$ cat src/rtl/wptr_full_ctrl.sv
// Write-domain pointer and full/level controller for the async FIFO.
// Tracks the binary/gray write pointer and derives full, almost-full, level and overflow status.
module wptr_full_ctrl #(
  parameter int ADDR_WIDTH   = 7,
  parameter int AFULL_THRESH = 2**ADDR_WIDTH - 2
) (
  input  logic                  wclk,
  input  logic                  wrst,
  input  logic                  winc,
  input  logic                  wovf_clr,
  input  logic [ADDR_WIDTH:0]   wq2_rptr,
  output logic                  wen,
  output logic [ADDR_WIDTH-1:0] waddr,
  output logic [ADDR_WIDTH:0]   wptr,
  output logic                  wfull,
  output logic                  walmost_full,
  output logic [ADDR_WIDTH:0]   wlevel,
  output logic                  woverflow
);

  localparam int PW = ADDR_WIDTH + 1;
  localparam logic [PW-1:0] AFULL_T = PW'(AFULL_THRESH);

  logic [PW-1:0] wbin;
  logic [PW-1:0] wbin_next;
  logic [PW-1:0] wgray_next;
  logic [PW-1:0] rbin;
  logic [PW-1:0] rgray_full;
  logic [PW-1:0] wlevel_next;
  logic          wfull_next;
  logic          walmost_full_next;
  logic          woverflow_next;

  assign wen   = winc & ~wfull;
  assign waddr = wbin[ADDR_WIDTH-1:0];

  // Each binary bit is the XOR of all gray bits at or above it.
  always_comb begin
    rbin = '0;
    for (int unsigned i = 0; i < PW; i++) begin
      rbin[i] = ^(wq2_rptr >> i);
    end
  end

  // Full when the next write pointer sits one lap ahead of the read pointer.
  assign rgray_full = {~wq2_rptr[PW-1:PW-2], wq2_rptr[PW-3:0]};

  always_comb begin
    wbin_next         = wbin + PW'(wen);
    wgray_next        = wbin_next ^ (wbin_next >> 1);
    wfull_next        = (wgray_next == rgray_full);
    wlevel_next       = wbin_next - rbin;
    walmost_full_next = (wlevel_next >= AFULL_T);
    woverflow_next    = (winc & wfull) | (woverflow & ~wovf_clr);
  end

  always_ff @(posedge wclk or posedge wrst) begin
    if (wrst) begin
      wbin         <= '0;
      wptr         <= '0;
      wfull        <= 1'b0;
      walmost_full <= 1'b0;
      wlevel       <= '0;
      woverflow    <= 1'b0;
    end else begin
      wbin         <= wbin_next;
      wptr         <= wgray_next;
      wfull        <= wfull_next;
      walmost_full <= walmost_full_next;
      wlevel       <= wlevel_next;
      woverflow    <= woverflow_next;
    end
  end

endmodule

$ cat config.mk
export PLATFORM = sky130hd
export DESIGN_NAME = wptr_full_ctrl
export DESIGN_NICKNAME = d
export VERILOG_FILES = /design/src/rtl/wptr_full_ctrl.sv
export SDC_FILE = /design/constraint.sdc
export NUM_CORES = 1
export LEC_CHECK = 0
export CORE_UTILIZATION = 55
export CTS_BUF_LIST = sky130_fd_sc_hd__clkbuf_4 sky130_fd_sc_hd__clkbuf_8
export DETAILED_ROUTE_END_ITERATION = 8
export GPL_ROUTABILITY_DRIVEN = 1
export GPL_TIMING_DRIVEN = 0
export HOLD_SLACK_MARGIN = 0.05
export PLACE_DENSITY = 0.87
export SETUP_SLACK_MARGIN = 0.3
export SLEW_MARGIN = 40
export SYNTH_ARGS = -nofsm -noshare
export SYNTH_HDL_FRONTEND = slang
export SYNTH_SLANG_ARGS = --single-unit
$ cat constraint.sdc
create_clock -name wclk -period 6.87 [get_ports wclk]
set_input_delay 1.374 -clock wclk [delete_from_list [all_inputs] [get_ports wclk]]
set_output_delay 1.374 -clock wclk [all_outputs]
set_load 0.01 [all_outputs]
==> qor.yml <==
global_routing:
  use_met1_pct: 26.7
  gr-usage-all-layers_pct: 23.0
  grt_max_degree: 27
  overflow: 0
  busiest_layer: "met2"
  antenna_found_initial: 0
  grt_pass1_wl_um: 5580
  grt_use_met3_pct: 2.76
  met2_usage_pct: 42.5
  grt_pass1_vias: 1276
critical_path:
  r2r-start: "wfull"
  path_class: "input pin to register"
  r2r-end: "walmost_full"
  crit_end: "walmost_full"
  cp.arrival_ps: 5170
  r2r_cells: 12
  required_ps: 7130
  r2r_setup_slack_ps: 3320
  worstPathMaxFanout: 3
  crit_path_end_kind: "register"
  start_kind: "input pin"
  cp-startpoint: "wq2_rptr[5]"
cells_and_area:
  finish.utilization_pct: 74.9
  nets: 222
  layout_common_cells: "clkdlybuf4s50_1 (37), dfrtp_1 (26), xor2_1 (14)"
  area_growth_pct: 27.2
  multi_input_area_sq_um: 928
  fillCellCount: 205
  fin_area_sq_mm: 0.00208
  ff_latch_area_sq_um: 651
  drive_above_1_share_pct: 6.00
  layout_commonest_cell: "clkdlybuf4s50_1"
  fin_cells: 231
  diodes: 0
sta:
  maxSlewViolCount: 0
  fin_crit_ps: 4910
  rsz0062_at_grt: "no"
  finalClockSkew_ps: 7.45
  worstMarginPinSlew_ps: 781
  setup_violations: 0
  whs_ps: 562
  setup_tns_ps: 0
  setup_ws_ps: 1960
  min_period_over_period_pct: 71.5
  slew-limit-headroom_pct: 47.8
  final_hold_viol_count: 0
  fmax_ghz: 0.204
run_status:
  status: "finished clean"
placement:
  post-place-cells: 227
  dp_hpwl_um: 2710
  post-place-ws_ps: 1650
  gp_congestion: 0.831
  portBuffers: 37
  placed_cell_area_sq_mm: 0.00205
logic_synthesis:
  syn_area_per_cell_sq_um: 10.3
  ys_types: 43
  async_reset_ff_share_pct: 100
  yosysSeqAreaShare_pct: 39.7
  synth.cell_area_sq_mm: 0.00164
  synth_top_flop_cell: "dfrtp_1"
  synth_nets: 180
  synth-edff-count: 0
  synth_cells: 159
  ys_warn_count: 0
  synth-seq-cells: 26
power_and_ir_drop:
  power.density_mw_per_mm2: 486
  total_power_mw: 1.01
  ir_drop_mv: 0.373
  p_leak_nw: 0.909
route:
  vias: 1303
  ant_nets: 0
  drt_iter0_markers: 22
  viasPerCell: 5.64
  post_drt_wl_per_cell_um: 15.0
  drc: 0
  drt-total-wl_um: 3470
  dr.pass1.iters: 4
die:
  fp.dieH_um: 56.6
  core_area_sq_mm: 0.00278
  chipWidth_um: 56.6
  ios: 39
  rows: 19
  start_util_pct: 58.9
  die-area_sq_mm: 0.00320
cts:
  clkTransAtPathRegs_ps: 140
  numCtsBuffers: 3
  cts_setup_buffers: 0
  cts_hold_buffers: 0
  clk_latency_ps: 320
  cts_max_level: 1
  clock_path_buffers: 2
  cts_resized: 0
  cts_tree: "yes"
  cts_sinks: 26
  root_buffer: "clkbuf_4"
hold_path:
  hp-class: "register to register"
job:
  maxCapViolCount: 0
-- worst max-delay path, cell delays in order --
cell and delay, ps:
clkdlybuf4s50_1 520, xnor3_2 410, xnor2_2 270, xor2_1 250, xor2_1 370, xnor2_1 170, ha_1 190, inv_1 60
fa_1 400, xor2_1 220, and4_1 240, o2111ai_1 120, or4b_1 480, o21ai_1 90
-- logic make-up after synthesis --
kind of cell | share of synthesized area [%]
xor gates and xnor gates | 20.3
adders and majority gates | 7.33
AOI/OAI and AO/OA | 12.2
DFF | 39.7
buffers and inverters | 3.66
and+or+nand+nor | 16.8
-- layer usage --
layer | up-vias | wire [um] | share of wire, %
li1 | 642 | - | -
met1 | 628 | 1470 | 42
met2 | 27 | 1860 | 54
met3 | 6 | 70 | 2.0
met4 | 0 | 69 | 2.0
met5 | - | 0 | 0
-- how the worst min path moves through the flow --
stage | from | endpoint | slack (ps) | depth (start not counted)
global route | woverflow | woverflow | 580 | 2
floorplan | wfull | woverflow | 530 | 2
global placement | wfull | woverflow | 510 | 2
finish | wfull | woverflow | 560 | 2
CTS | wfull | woverflow | 560 | 2
detailed placement | wfull | woverflow | 520 | 2
-- power by group --
part,internal (mW),switching (mW)
clock,0.0324,0.0438
sequential,0.226,0.0358
combinational,0.322,0.352
total,0.581,0.431
-- flip-flops by register name, indices dropped and copies added, names as in the netlist --
name and flops:
walmost_full 1, woverflow 1, wptr 7, wbin 8, wlevel 8, wfull 1
-- layout make-up --
cell class	instances	share of cell area (%)
Multi-Input combinational cell	119	44.5
Buffer	3	0.900
Clock buffer	4	1.74
Timing Repair Buffer	37	17.8
Inverter	11	1.98
Sequential cell	26	31.2
Tap cell	31	1.86
-- synth_stat cells (2+ instances only) --
library cell	instances	share of area, %
a21oi_1	3	0.92
and3_1	5	1.9
and4_1	2	1.1
clkbuf_1	2	0.46
dfrtp_1	26	40
ha_1	8	6.1
inv_1	11	2.5
nand2_1	7	1.6
nand2b_1	2	0.76
nand3_1	5	1.5
nand4_1	2	0.76
nor2_1	8	1.8
nor2b_1	5	1.9
nor3_1	7	2.1
o2111ai_1	2	1.1
o211ai_1	5	2.3
o21ai_0	3	0.92
o221ai_1	2	1.1
or3_1	4	1.5
xnor2_1	13	6.9
xnor2_2	2	2.0
xor2_1	14	7.5
Power figures use the tool's default switching activity.
